[src/rtl/hunt_round_ctrl.sv]
// ============================================================================
// hunt_round_ctrl : duck-hunt round sequencer (state, bullets, hits, score)
// Revision 1.0
// ============================================================================
`default_nettype none

module hunt_round_ctrl #(
  parameter int READY_FRAMES    = 60,
  parameter int FLY_FRAMES      = 300,
  parameter int RESULT_FRAMES   = 90,
  parameter int DUCKS_PER_ROUND = 10,
  parameter int PASS_HITS       = 6,
  parameter int POINTS          = 500
) (
  input  logic        Clk,
  input  logic        Reset_n,
  input  logic        frame_clk,
  input  logic        start,
  input  logic        trigger,
  input  logic        on_target,
  input  logic        flew_away,
  input  logic        bird_shot,
  output logic [1:0]  state,
  output logic        shot,
  output logic [1:0]  shots_left,
  output logic [3:0]  duck_num,
  output logic [3:0]  ducks_hit,
  output logic [6:0]  round,
  output logic [15:0] score,
  output logic        game_over
);

  localparam logic [1:0] ST_IDLE   = 2'b00;
  localparam logic [1:0] ST_READY  = 2'b01;
  localparam logic [1:0] ST_FLYING = 2'b10;
  localparam logic [1:0] ST_RESULT = 2'b11;

  localparam logic [8:0]  READY_LAST  = 9'(READY_FRAMES - 1);
  localparam logic [8:0]  FLY_LAST    = 9'(FLY_FRAMES - 1);
  localparam logic [8:0]  RESULT_LAST = 9'(RESULT_FRAMES - 1);
  localparam logic [3:0]  DUCK_LAST   = 4'(DUCKS_PER_ROUND - 1);
  localparam logic [3:0]  PASS_MIN    = 4'(PASS_HITS);
  localparam logic [15:0] HIT_POINTS  = 16'(POINTS);
  localparam logic [6:0]  ROUND_MAX   = 7'd99;

  logic        frame_s0;
  logic        frame_s1;
  logic        frame_edge;
  logic [8:0]  fcnt;
  logic        shot_pending;
  logic [1:0]  state_next;
  logic        result_done;
  logic        round_passed;
  logic [16:0] score_sum;
  logic [15:0] score_hit;

  // frame_clk is only ever looked at through these two flops
  assign frame_edge   = frame_s0 & ~frame_s1;
  assign shot         = shot_pending;
  assign result_done  = frame_edge && (fcnt == RESULT_LAST);
  assign round_passed = ducks_hit >= PASS_MIN;
  assign score_sum    = {1'b0, score} + {1'b0, HIT_POINTS};
  assign score_hit    = score_sum[16] ? 16'hFFFF : score_sum[15:0];

  always_comb begin
    state_next = state;
    case (state)
      ST_IDLE: begin
        if (start) state_next = ST_READY;
      end
      ST_READY: begin
        if (frame_edge && (fcnt == READY_LAST)) state_next = ST_FLYING;
      end
      ST_FLYING: begin
        if (bird_shot || flew_away || (frame_edge && (fcnt == FLY_LAST)))
          state_next = ST_RESULT;
      end
      ST_RESULT: begin
        if (result_done) begin
          if ((duck_num < DUCK_LAST) || round_passed) state_next = ST_READY;
          else                                        state_next = ST_IDLE;
        end
      end
      default: state_next = ST_IDLE;
    endcase
  end

  always_ff @(posedge Clk or negedge Reset_n) begin
    if (!Reset_n) begin
      state        <= ST_IDLE;
      frame_s0     <= 1'b0;
      frame_s1     <= 1'b0;
      fcnt         <= 9'd0;
      shot_pending <= 1'b0;
      shots_left   <= 2'd0;
      duck_num     <= 4'd0;
      ducks_hit    <= 4'd0;
      round        <= 7'd0;
      score        <= 16'd0;
      game_over    <= 1'b0;
    end else begin
      state    <= state_next;
      frame_s0 <= frame_clk;
      frame_s1 <= frame_s0;

      if (state_next != state) fcnt <= 9'd0;
      else if (frame_edge)     fcnt <= fcnt + 9'd1;

      case (state)
        ST_IDLE: begin
          if (start) begin
            score     <= 16'd0;
            ducks_hit <= 4'd0;
            duck_num  <= 4'd0;
            game_over <= 1'b0;
            round     <= 7'd1;
          end
        end
        ST_READY: begin
          if (state_next == ST_FLYING) shots_left <= 2'd3;
        end
        ST_FLYING: begin
          // shot is held through the next frame_edge cycle so the datapath sees it
          if (frame_edge) shot_pending <= 1'b0;
          if (trigger && (shots_left != 2'd0)) begin
            shots_left <= shots_left - 2'd1;
            if (on_target) shot_pending <= 1'b1;
          end
          if (bird_shot) begin
            ducks_hit <= ducks_hit + 4'd1;
            score     <= score_hit;
          end
          if (state_next == ST_RESULT) shot_pending <= 1'b0;
        end
        ST_RESULT: begin
          shot_pending <= 1'b0;
          if (result_done) begin
            if (duck_num < DUCK_LAST) begin
              duck_num <= duck_num + 4'd1;
            end else if (round_passed) begin
              round     <= (round >= ROUND_MAX) ? ROUND_MAX : round + 7'd1;
              duck_num  <= 4'd0;
              ducks_hit <= 4'd0;
            end else begin
              game_over <= 1'b1;
            end
          end
        end
        default: ;
      endcase
    end
  end

endmodule

`default_nettype wire

[config.mk]
export PLATFORM = sky130hd
export DESIGN_NAME = hunt_round_ctrl
export DESIGN_NICKNAME = d
export VERILOG_FILES = /design/src/rtl/hunt_round_ctrl.sv
export SDC_FILE = /design/constraint.sdc
export NUM_CORES = 1
export LEC_CHECK = 0
export BUFFER_PORTS_ARGS = -buffer_cell sky130_fd_sc_hd__buf_2
export CORE_MARGIN = 3
export CORE_UTILIZATION = 31
export CTS_CLUSTER_SIZE = 40
export DETAILED_ROUTE_END_ITERATION = 12
export GPL_TIMING_DRIVEN = 1
export PLACE_DENSITY_LB_ADDON = 0.12
export SYNTH_ARGS = -nofsm -noshare
export SYNTH_HDL_FRONTEND = slang
export SYNTH_SLANG_ARGS = --single-unit
export TNS_END_PERCENT = 20
[constraint.sdc]
create_clock -name Clk -period 1.6 [get_ports Clk]
set_input_delay 0 -clock Clk [delete_from_list [all_inputs] [get_ports Clk]]
set_output_delay 0 -clock Clk [all_outputs]
set_load 0.02 [all_outputs]
==> flow_metrics.tcl, run 1 <==
set metrics [dict create \
    ant_nets 0 \
    ys_warn_count 0 \
    ys_ff_latch 47 \
    hold_path_class "input pin to flip-flop" \
    gp_congestion 0.826 \
    slew_viol_final 0 \
    start_kind "flip-flop" \
    area_delta_synth_final_pct 50.9 \
    yosysTopAreaCell "dfrtp_1" \
    io_pins 45 \
    ys_top_cells_by_area "dfrtp_1, o21ai_0, a21oi_1" \
    worstSkewPairLatency_ps 300 \
    synth_area_sq_mm 0.00268 \
    ys_seq_area_share_pct 43.8 \
    nNetsFinal 438 \
    initial_core_util_pct 32.3 \
    portBuffers 44 \
    drc 0 \
    cts-root-buf "clkbuf_8" \
    tritoncts "built" \
    core-area_sq_mm 0.00830 \
    cp.required_ps 1830 \
    fp.dieH_microns 99.0 \
    finalInstanceArea_sq_mm 0.00405 \
    p_leak_nw 1.92 \
    status "finished, violations left" \
    synth_top_area_share_pct 43.8 \
    drive_above_1_share_pct 46.2 \
    period_minus_slack_ps 1760 \
    core.rowCount 33 \
    grtUsageMet1_pct 23.3 \
    htree_num_levels 2 \
    numCtsBuffers 5 \
    crit_type "flip-flop to flip-flop" \
    drt_first_pass_iters 4 \
    worst_pin_slew_ps 458 \
    antenna_found_initial 0 \
    max_cap_viol_count 0 \
    fin_ws_ps -164 \
    crit_path_max_fanout 4 \
    async_reset_ff_share_pct 100 \
    end_kind "flip-flop" \
    track_usage_pct 16.1 \
    synth_area_per_cell_sq_um 9.01 \
    dpl_cell_area_sq_mm 0.00362 \
    clock_sink_count 47 \
    place_inst 513 \
    path_clk_slew_ps 100 \
    nFillCells 807 \
    hold_viol_final 0 \
    syn_nets 315 \
    die_w_microns 99.0 \
    min_period_over_period_pct 110 \
    die_area_sq_mm 0.00981 \
    overflow 0 \
    busiest_layer "met2" \
    power.total_mw 3.29 \
    power_density_mw_per_mm2 813 \
    via_per_inst 5.13 \
    cts.path.max_buffers 2 \
    wl_per_cell_microns 14.8 \
    pre_cts_ws_ps -163 \
    rsz0062_at_grt "yes" \
    synth-edff-count 0 \
    num_antenna_cells 0 \
    vias 2705 \
    cp.arrival_ps 2000 \
    failed_checks "negative setup slack" \
    instances_no_fill 527 \
    ir_drop_v 0.000546 \
    grt_pass1_vias 2581 \
    drt_iter0_markers 74 \
    fin_util_pct 48.8 \
    maxSlewHeadroom_pct 69.5 \
    routed_wirelength_microns 7820 \
    grt_use_met2_pct 24.9 \
    synth_ff_type "dfrtp_1" \
    finalSetupViolations 20 \
    fin_skew_ps 8.83 \
    grt_pass1_wl_microns 12900 \
    netlist_instances 298 \
    ys_types 52 \
    grt_start_max_net_pins 20 \
    use_met3_pct 2.62 \
    hpwlAfterDp_microns 5740 \
    max_freq_mhz 567 \
]
-- layout make-up --
type | count | area (sq um) | share of cell area [%]
inverter | 14 | 52.6 | 1.30
sequential | 47 | 1190 | 29.4
tap | 105 | 131 | 3.24
clock buffer | 6 | 82.6 | 2.04
clock inverter | 2 | 35.0 | 0.865
timing repair buffer | 125 | 861 | 21.3
multi-input combinational | 228 | 1700 | 41.9
-- kinds of logic (layout without fill, tap and decap cells) --
kind of cell / after synthesis / after routing / share of synthesized area [%]
compound gates: 90 / 90 / 20.8
xor+xnor: 10 / 10 / 3.26
fa+ha+maj: 9 / 9 / 4.20
buf+inv: 23 / 147 / 3.50
flops: 47 / 47 / 43.8
mux: 1 / 1 / 0.420
simple gates: 118 / 118 / 24.0
-- sequential cells by signal, summed over array words and instances, names as in the netlist --
signal and count:
frame_s0 1, frame_s1 1, score 15, shots_left 2
ducks_hit 4, duck_num 4, shot 1, state 2
round 7, game_over 1, fcnt 9
-- what timing repair did --
| item | CTS | global route |
|---|---|---|
| cloned | 0 | 0 |
| hold buffers | 2 | 0 |
| setup endpoints to repair | 42 | 44 |
| pin swaps | 2 | 28 |
| buffers inserted | 0 | 4 |
| resized for setup | 11 | 57 |
| endpoints found under the hold margin | 18 | 0 |
-- through the flow --
stage	TNS, ps	hold WS [ps]
after floorplan	-712	-296
final	-1260	95.0
after global placement	-4200	-21.6
after global routing	-3390	106
after CTS	-2620	69.5
after detailed placement	-3690	-20.6
-- worst paths after layout --
path                                          startpoint  slack, ps  cells past startpoint                        to
min in group asynchronous                        Reset_n        170                      2   duck_num[3]$_DFFE_PN0P_
worst max register to register  ducks_hit[1]$_DFFE_PN0P_       -160                      7  ducks_hit[3]$_DFFE_PN0P_
worst min register to register        frame_s0$_DFF_PN0_        520                      1        frame_s1$_DFF_PN0_
max in group asynchronous                        Reset_n        800                      3      score[2]$_DFFE_PN0P_
worst min-delay path                           bird_shot         90                      3     score[10]$_DFFE_PN0P_
worst max-delay path            ducks_hit[1]$_DFFE_PN0P_       -160                      7  ducks_hit[3]$_DFFE_PN0P_
-- layer usage --
metal,share of wire [%],wire (microns)
met1,49,3800
met2,47,3660
met3,3.6,281
met4,1.1,83
met5,0,0
-- worst max-delay path, stage by stage, from the launching register on --
cell and delay, ps:
dfrtp_2 440, ha_4 160, o21a_4 230, o2111ai_1 310
o2bb2ai_2 180, buf_4 140, o21ai_0 70, a21oi_1 160
-- cells in the final DEF (no fill, tap or decap), types with 5 or more instances in the layout --
cell type and count:
a31oi_1 5, nand3_1 7, a21oi_1 20, clkbuf_8 6
inv_1 13, dfrtp_2 11, o21ai_0 18, o21ai_1 11
nand4_1 8, buf_4 74, dfrtp_1 36, buf_2 44
nor2_1 27, xor2_1 6, nand2_1 26
-- Yosys cell counts (2+ instances only) --
library cell / count
ha_1: 9
inv_1: 14
a21oi_1: 25
o21ai_0: 31
nand3_1: 7
o41ai_1: 2
a21o_1: 5
nor2_1: 29
nor2b_1: 4
and4_1: 3
nor4_1: 2
nand4_1: 8
and4b_1: 2
clkbuf_1: 5
nand2b_1: 5
and3_1: 4
a41oi_1: 2
dfrtp_1: 47
o31ai_1: 4
xnor2_1: 4
buf_2: 3
a211oi_1: 2
or3_1: 2
nand2_1: 28
xor2_1: 6
and2_1: 3
nor3_2: 2
nor3_1: 6
nor3b_1: 4
a22o_1: 2
a31oi_1: 7
-- where the power goes --
| group | internal [mW] | switching (mW) |
|---|---|---|
| Combinational | 0.493 | 0.468 |
| Sequential | 1.30 | 0.0954 |
| Clock | 0.507 | 0.427 |
No activity file was read; power rests on OpenSTA's default activity.
==> run 2: changes to the inputs <==
--- a/config.mk
+++ b/config.mk
@@ -5,7 +5,7 @@
 export SDC_FILE = /design/constraint.sdc
 export NUM_CORES = 1
 export LEC_CHECK = 0
-export BUFFER_PORTS_ARGS = -buffer_cell sky130_fd_sc_hd__buf_2
+export BUFFER_PORTS_ARGS = -buffer_cell sky130_fd_sc_hd__buf_4
 export CORE_MARGIN = 3
 export CORE_UTILIZATION = 31
 export CTS_CLUSTER_SIZE = 40
==> flow_metrics.tcl, run 2 (synthesized netlist as in run 1, its figures left out) <==
set metrics [dict create \
    status "finished, violations left" \
    failed_checks "negative setup slack" \
    fp.dieH_microns 99.0 \
    core.rowCount 33 \
    cp_slowest_stage_delay_ps 450 \
    drt_first_pass_iters 4 \
    via_per_inst 5.02 \
    die_area_sq_mm 0.00981 \
    cts.path.max_buffers 2 \
    crit_slowest_cell "dfrtp_2" \
    path_buf_inv 1 \
    rsz0062_at_grt "yes" \
    r2r_setup_slack_ps -190 \
    nNetsFinal 438 \
    nFillCells 785 \
    timing.rr.start "ducks_hit[1]$_DFFE_PN0P_" \
    hold_viol_final 0 \
    layout_commonest_cell "buf_4" \
    r2r_cells 6 \
    power_density_mw_per_mm2 748 \
    hold_path_class "input pin to flip-flop" \
    numCtsBuffers 5 \
    crit_end "round[0]$_DFFE_PN0P_" \
    layout_common_cells "buf_4, dfrtp_1, nor2_1" \
    r2r_end "round[0]$_DFFE_PN0P_" \
    period_minus_slack_ps 1790 \
    regArea_sq_mm 0.00119 \
    end_kind "flip-flop" \
    clockPowerShare_pct 25.9 \
    vias 2647 \
    grt_pass1_vias 2602 \
    worst_pin_slew_ps 620 \
    core-area_sq_mm 0.00830 \
    hpwlAfterDp_microns 5690 \
    ant_nets 0 \
    grt_pass1_wl_microns 12600 \
    path_clk_slew_ps 90 \
    largestRegisters "score x15, fcnt x9, round x7" \
    die_w_microns 99.0 \
    switching_share_pct 30.6 \
    worstSkewPairLatency_ps 300 \
    min_period_over_period_pct 112 \
    cp_top_family "compound AO/OA/AOI/OAI gates" \
    pwr-share-seq_pct 44.8 \
    slew_viol_final 0 \
    top_register "score" \
    num_antenna_cells 0 \
    crit_chain "ha_4 > o21a_4 > buf_6 > o211a_4 > a21o_4 > mux2_4" \
    switchingPower_uw 944 \
    overflow 0 \
    start_kind "flip-flop" \
    finalSetupViolations 22 \
    routed_wirelength_microns 7710 \
    area_delta_synth_final_pct 53.8 \
    power_frac_comb_pct 29.3 \
    initial_core_util_pct 32.3 \
    cts-root-buf "clkbuf_8" \
    max_cap_viol_count 0 \
    drt_iter0_markers 91 \
    clock_sink_count 47 \
    fin_skew_ps 3.25 \
    maxSlewHeadroom_pct 58.7 \
    cp-startpoint "ducks_hit[1]$_DFFE_PN0P_" \
    drive_above_1_share_pct 45.7 \
    place_inst 511 \
    antenna_found_initial 0 \
    max_freq_mhz 558 \
    largest_reg_flops 15 \
    io_pins 45 \
    gp_congestion 0.845 \
    cp.arrival_ps 1980 \
    htree_num_levels 2 \
    drc 0 \
    fin_util_pct 49.7 \
    tritoncts "built" \
    portBuffers 44 \
    internal-power_mw 2.15 \
    cp.required_ps 1790 \
    grt_start_max_net_pins 48 \
    wl_per_cell_microns 14.6 \
    crit_path_max_fanout 6 \
    p_leak_nw 1.91 \
    fin_ws_ps -193 \
    multi_input_area_sq_mm 0.00169 \
    cp.depth 6 \
    instances_no_fill 527 \
    ir_drop_v 0.000502 \
    crit_type "flip-flop to flip-flop" \
    track_usage_pct 15.6 \
]
==> run 2: what timing repair did <==
item,4_1_cts,5_1_grt
hold buffers,2,0
endpoints found under the setup margin,30,44
endpoints found under the hold margin,48,0
setup buffers,4,2
pin swaps,13,24
resized for setup,11,59
==> run 2: worst min path at each step <==
stage / end / slack (ps) / cells after the start / from
floorplan: duck_num[0]$_DFFE_PN0P_ / -300 / 0 / Reset_n
global placement: round[3]$_DFFE_PN0P_ / 70 / 1 / Reset_n
detailed placement: round[3]$_DFFE_PN0P_ / 70 / 1 / Reset_n
CTS: state[0]$_DFF_PN0_ / 110 / 5 / flew_away
global route: state[0]$_DFF_PN0_ / 120 / 5 / flew_away
finish: state[0]$_DFF_PN0_ / 120 / 5 / flew_away
==> run 2: per-stage QoR <==
step	total power [mW]	hold WS [ps]	TNS [ps]	area (sq um)	setup slack (ps)
floorplan	1.79	-296	-712	2750	-117
global placement	2.21	67.9	-2230	3700	-174
detailed placement	2.22	68.9	-2670	3700	-209
CTS	3.05	107	-2520	3880	-212
global route	3.29	125	-3710	4130	-233
finish	3.09	119	-1720	4130	-193
==> run 2: worst reg2reg max path, cell delays in order (launching register included) <==
cell,delay (ps)
dfrtp_2,450
ha_4,170
o21a_4,210
buf_6,120
o211a_4,230
a21o_4,240
mux2_4,270
==> run 2: power by group through the flow <==
stage                     Sequential (mW)  Combinational, mW  Clock [mW]
after detailed placement             1.40              0.816           0
after global routing                 1.40              0.995       0.889
final                                1.38              0.906       0.799
after floorplan                      1.49              0.298           0
after global placement               1.40              0.816           0
after CTS                            1.38              0.840       0.830
==> run 2: area by class of cell <==
| type | count | share of cell area [%] |
|---|---|---|
| clock buffers | 8 | 2.43 |
| inverters | 14 | 1.27 |
| multi-input cells | 228 | 40.9 |
| flip-flops and latches | 47 | 28.8 |
| well taps | 105 | 3.18 |
| repair buffers | 125 | 23.4 |
==> run 2: per-layer routing <==
metal / vias up / GRT usage [%] / part of all wire [%]
met3: 8 / 2.83 / 3.6
li1: 1327 / - / -
met1: 1267 / 21.9 / 48
met4: 0 / 3.78 / 0.96
met2: 45 / 25.1 / 47
met5: - / 0 / 0
==> run 3: changes to the inputs <==
--- a/config.mk
+++ b/config.mk
@@ -6,12 +6,13 @@
 export NUM_CORES = 1
 export LEC_CHECK = 0
 export BUFFER_PORTS_ARGS = -buffer_cell sky130_fd_sc_hd__buf_4
+export CAP_MARGIN = 25
 export CORE_MARGIN = 3
 export CORE_UTILIZATION = 31
 export CTS_CLUSTER_SIZE = 40
 export DETAILED_ROUTE_END_ITERATION = 12
 export GPL_TIMING_DRIVEN = 1
-export PLACE_DENSITY_LB_ADDON = 0.12
+export PLACE_DENSITY = 0.57
 export SYNTH_ARGS = -nofsm -noshare
 export SYNTH_HDL_FRONTEND = slang
 export SYNTH_SLANG_ARGS = --single-unit
==> flow_metrics.tcl, run 3 (synthesized netlist as in run 1, its figures left out) <==
set metrics [dict create \
    status "finished, violations left" \
    failed_checks "negative setup slack" \
    internal-power_mw 2.12 \
    grt_pass1_vias 2578 \
    crit_chain "ha_4 > o21a_4 > or4bb_4 > a21oi_4 > nand2_1 > o21ai_1" \
    start_kind "flip-flop" \
    maxSlewHeadroom_pct 58.3 \
    ir_drop_v 0.000553 \
    min_period_over_period_pct 109 \
    portBuffers 44 \
    clockPowerShare_pct 24.8 \
    power_density_mw_per_mm2 750 \
    cts.path.max_buffers 2 \
    routed_wirelength_microns 7640 \
    pwr-share-seq_pct 44.9 \
    rsz0062_at_grt "yes" \
    cp_top_family "simple AND/OR/NAND/NOR gates" \
    fp.dieH_microns 99.0 \
    layout_commonest_cell "buf_4" \
    r2r_cells 6 \
    drive_above_1_share_pct 46.0 \
    end_kind "flip-flop" \
    min_to "game_over$_DFFE_PN0P_" \
    io_pins 45 \
    drt_iter0_markers 97 \
    hold_path_class "input pin to flip-flop" \
    fin_util_pct 49.6 \
    numCtsBuffers 5 \
    htree_num_levels 2 \
    regArea_sq_mm 0.00119 \
    die_area_sq_mm 0.00981 \
    period_minus_slack_ps 1750 \
    dr_wl_met3_microns 245 \
    dr.max_layer_used "met4" \
    hpwlAfterDp_microns 5600 \
    power_frac_comb_pct 30.2 \
    nNetsFinal 436 \
    grt_start_max_net_pins 48 \
    wl_met2_microns 3670 \
    track_usage_pct 15.6 \
    crit_type "flip-flop to flip-flop" \
    multi_input_area_sq_mm 0.00170 \
    worstSkewPairLatency_ps 300 \
    switching_share_pct 31.3 \
    timing.rr.start "ducks_hit[1]$_DFFE_PN0P_" \
    r2r_end "duck_num[1]$_DFFE_PN0P_" \
    crit_path_max_fanout 4 \
    tritoncts "built" \
    layout_common_cells "buf_4, dfrtp_1, nor2_1" \
    drt_first_pass_iters 4 \
    clock_sink_count 47 \
    vias 2676 \
    gp_congestion 0.872 \
    crit_slowest_cell "or4bb_4" \
    switchingPower_uw 967 \
    cp.required_ps 1840 \
    min-delay-start "start" \
    antenna_found_initial 0 \
    die_w_microns 99.0 \
    fin_skew_ps 11.1 \
    largestRegisters "score x15, fcnt x9, round x7" \
    cp.arrival_ps 1980 \
    path_clk_slew_ps 100 \
    worst_pin_slew_ps 625 \
    path_buf_inv 0 \
    whs_path_depth 4 \
    num_antenna_cells 0 \
    r2r_setup_slack_ps -150 \
    ant_nets 0 \
    nFillCells 764 \
    p_leak_nw 1.91 \
    holdWs_ps 30.6 \
    fin_ws_ps -148 \
    top_register "score" \
    core.rowCount 33 \
    largest_reg_flops 15 \
    area_delta_synth_final_pct 53.4 \
    core-area_sq_mm 0.00830 \
    met1Wirelength_microns 3670 \
    finalSetupViolations 19 \
    drc 0 \
    hold_viol_final 0 \
    via_per_inst 5.10 \
    wl_per_cell_microns 14.5 \
    overflow 0 \
    max_freq_mhz 572 \
    cts-root-buf "clkbuf_8" \
    initial_core_util_pct 32.3 \
    max_cap_viol_count 0 \
    slew_viol_final 0 \
    cp_slowest_stage_delay_ps 540 \
    grt_pass1_wl_microns 12700 \
]
## run 3: power groups by stage
stage / Sequential [mW] / Combinational (mW) / Clock [mW]
floorplan: 1.49 / 0.298 / 0
global placement: 1.40 / 0.801 / 0
detailed placement: 1.40 / 0.809 / 0
CTS: 1.38 / 0.855 / 0.795
global route: 1.41 / 1.02 / 0.834
finish: 1.39 / 0.934 / 0.766
## run 3: repair_timing
action | 4_1_cts | 5_1_grt
setup buffers | 1 | 5
endpoints found under the hold margin | 48 | 0
endpoints found under the setup margin | 37 | 40
hold buffers | 2 | 0
resized for setup | 17 | 47
pin swaps | 13 | 22
## run 3: how the worst max path moves through the flow
| stage | from | to | slack, ps | cells after the start |
|---|---|---|---|---|
| after floorplan | ducks_hit[0]$_DFFE_PN0P_ | duck_num[1]$_DFFE_PN0P_ | -120 | 6 |
| after global placement | fcnt[2]$_DFFE_PN0P_ | round[0]$_DFFE_PN0P_ | -180 | 4 |
| after detailed placement | ducks_hit[0]$_DFFE_PN0P_ | round[0]$_DFFE_PN0P_ | -200 | 7 |
| after CTS | fcnt[2]$_DFFE_PN0P_ | round[0]$_DFFE_PN0P_ | -180 | 4 |
| after global routing | ducks_hit[1]$_DFFE_PN0P_ | duck_num[1]$_DFFE_PN0P_ | -220 | 6 |
| final | ducks_hit[1]$_DFFE_PN0P_ | duck_num[1]$_DFFE_PN0P_ | -150 | 6 |
## run 3: layout make-up
type | instances | share of cell area [%]
multi-input combinational | 228 | 41.2
clock buffer | 7 | 2.10
timing repair buffer | 123 | 23.2
inverter | 14 | 1.28
clock inverter | 1 | 0.122
sequential | 47 | 28.9
tap | 105 | 3.19
## run 3: per-layer routing
metal  GRT usage, %  vias up
met4           3.68        0
met1           21.4     1299
met5              0        -
li1               -     1331
met2           25.7       40
met3           2.83        6
## run 3: metrics by stage
step | TNS (ps) | std cells | cell area (sq um) | power [mW] | worst slack, ps
floorplan | -712 | 298 | 2750 | 1.79 | -117
global placement | -2440 | 509 | 3700 | 2.20 | -178
detailed placement | -3010 | 509 | 3700 | 2.21 | -204
CTS | -2420 | 520 | 3910 | 3.03 | -177
global route | -3290 | 525 | 4120 | 3.26 | -220
finish | -1550 | 525 | 4120 | 3.09 | -148
## run 3: worst register-to-register path, delay by kind of cell, from the launching register on
| family | cells | cell delay [ps] |
|---|---|---|
| AND/OR/NAND/NOR | 2 | 600 |
| flip-flops | 1 | 440 |
| adder cells (fa/ha/maj) | 1 | 160 |
| AO/OA/AOI/OAI | 3 | 480 |
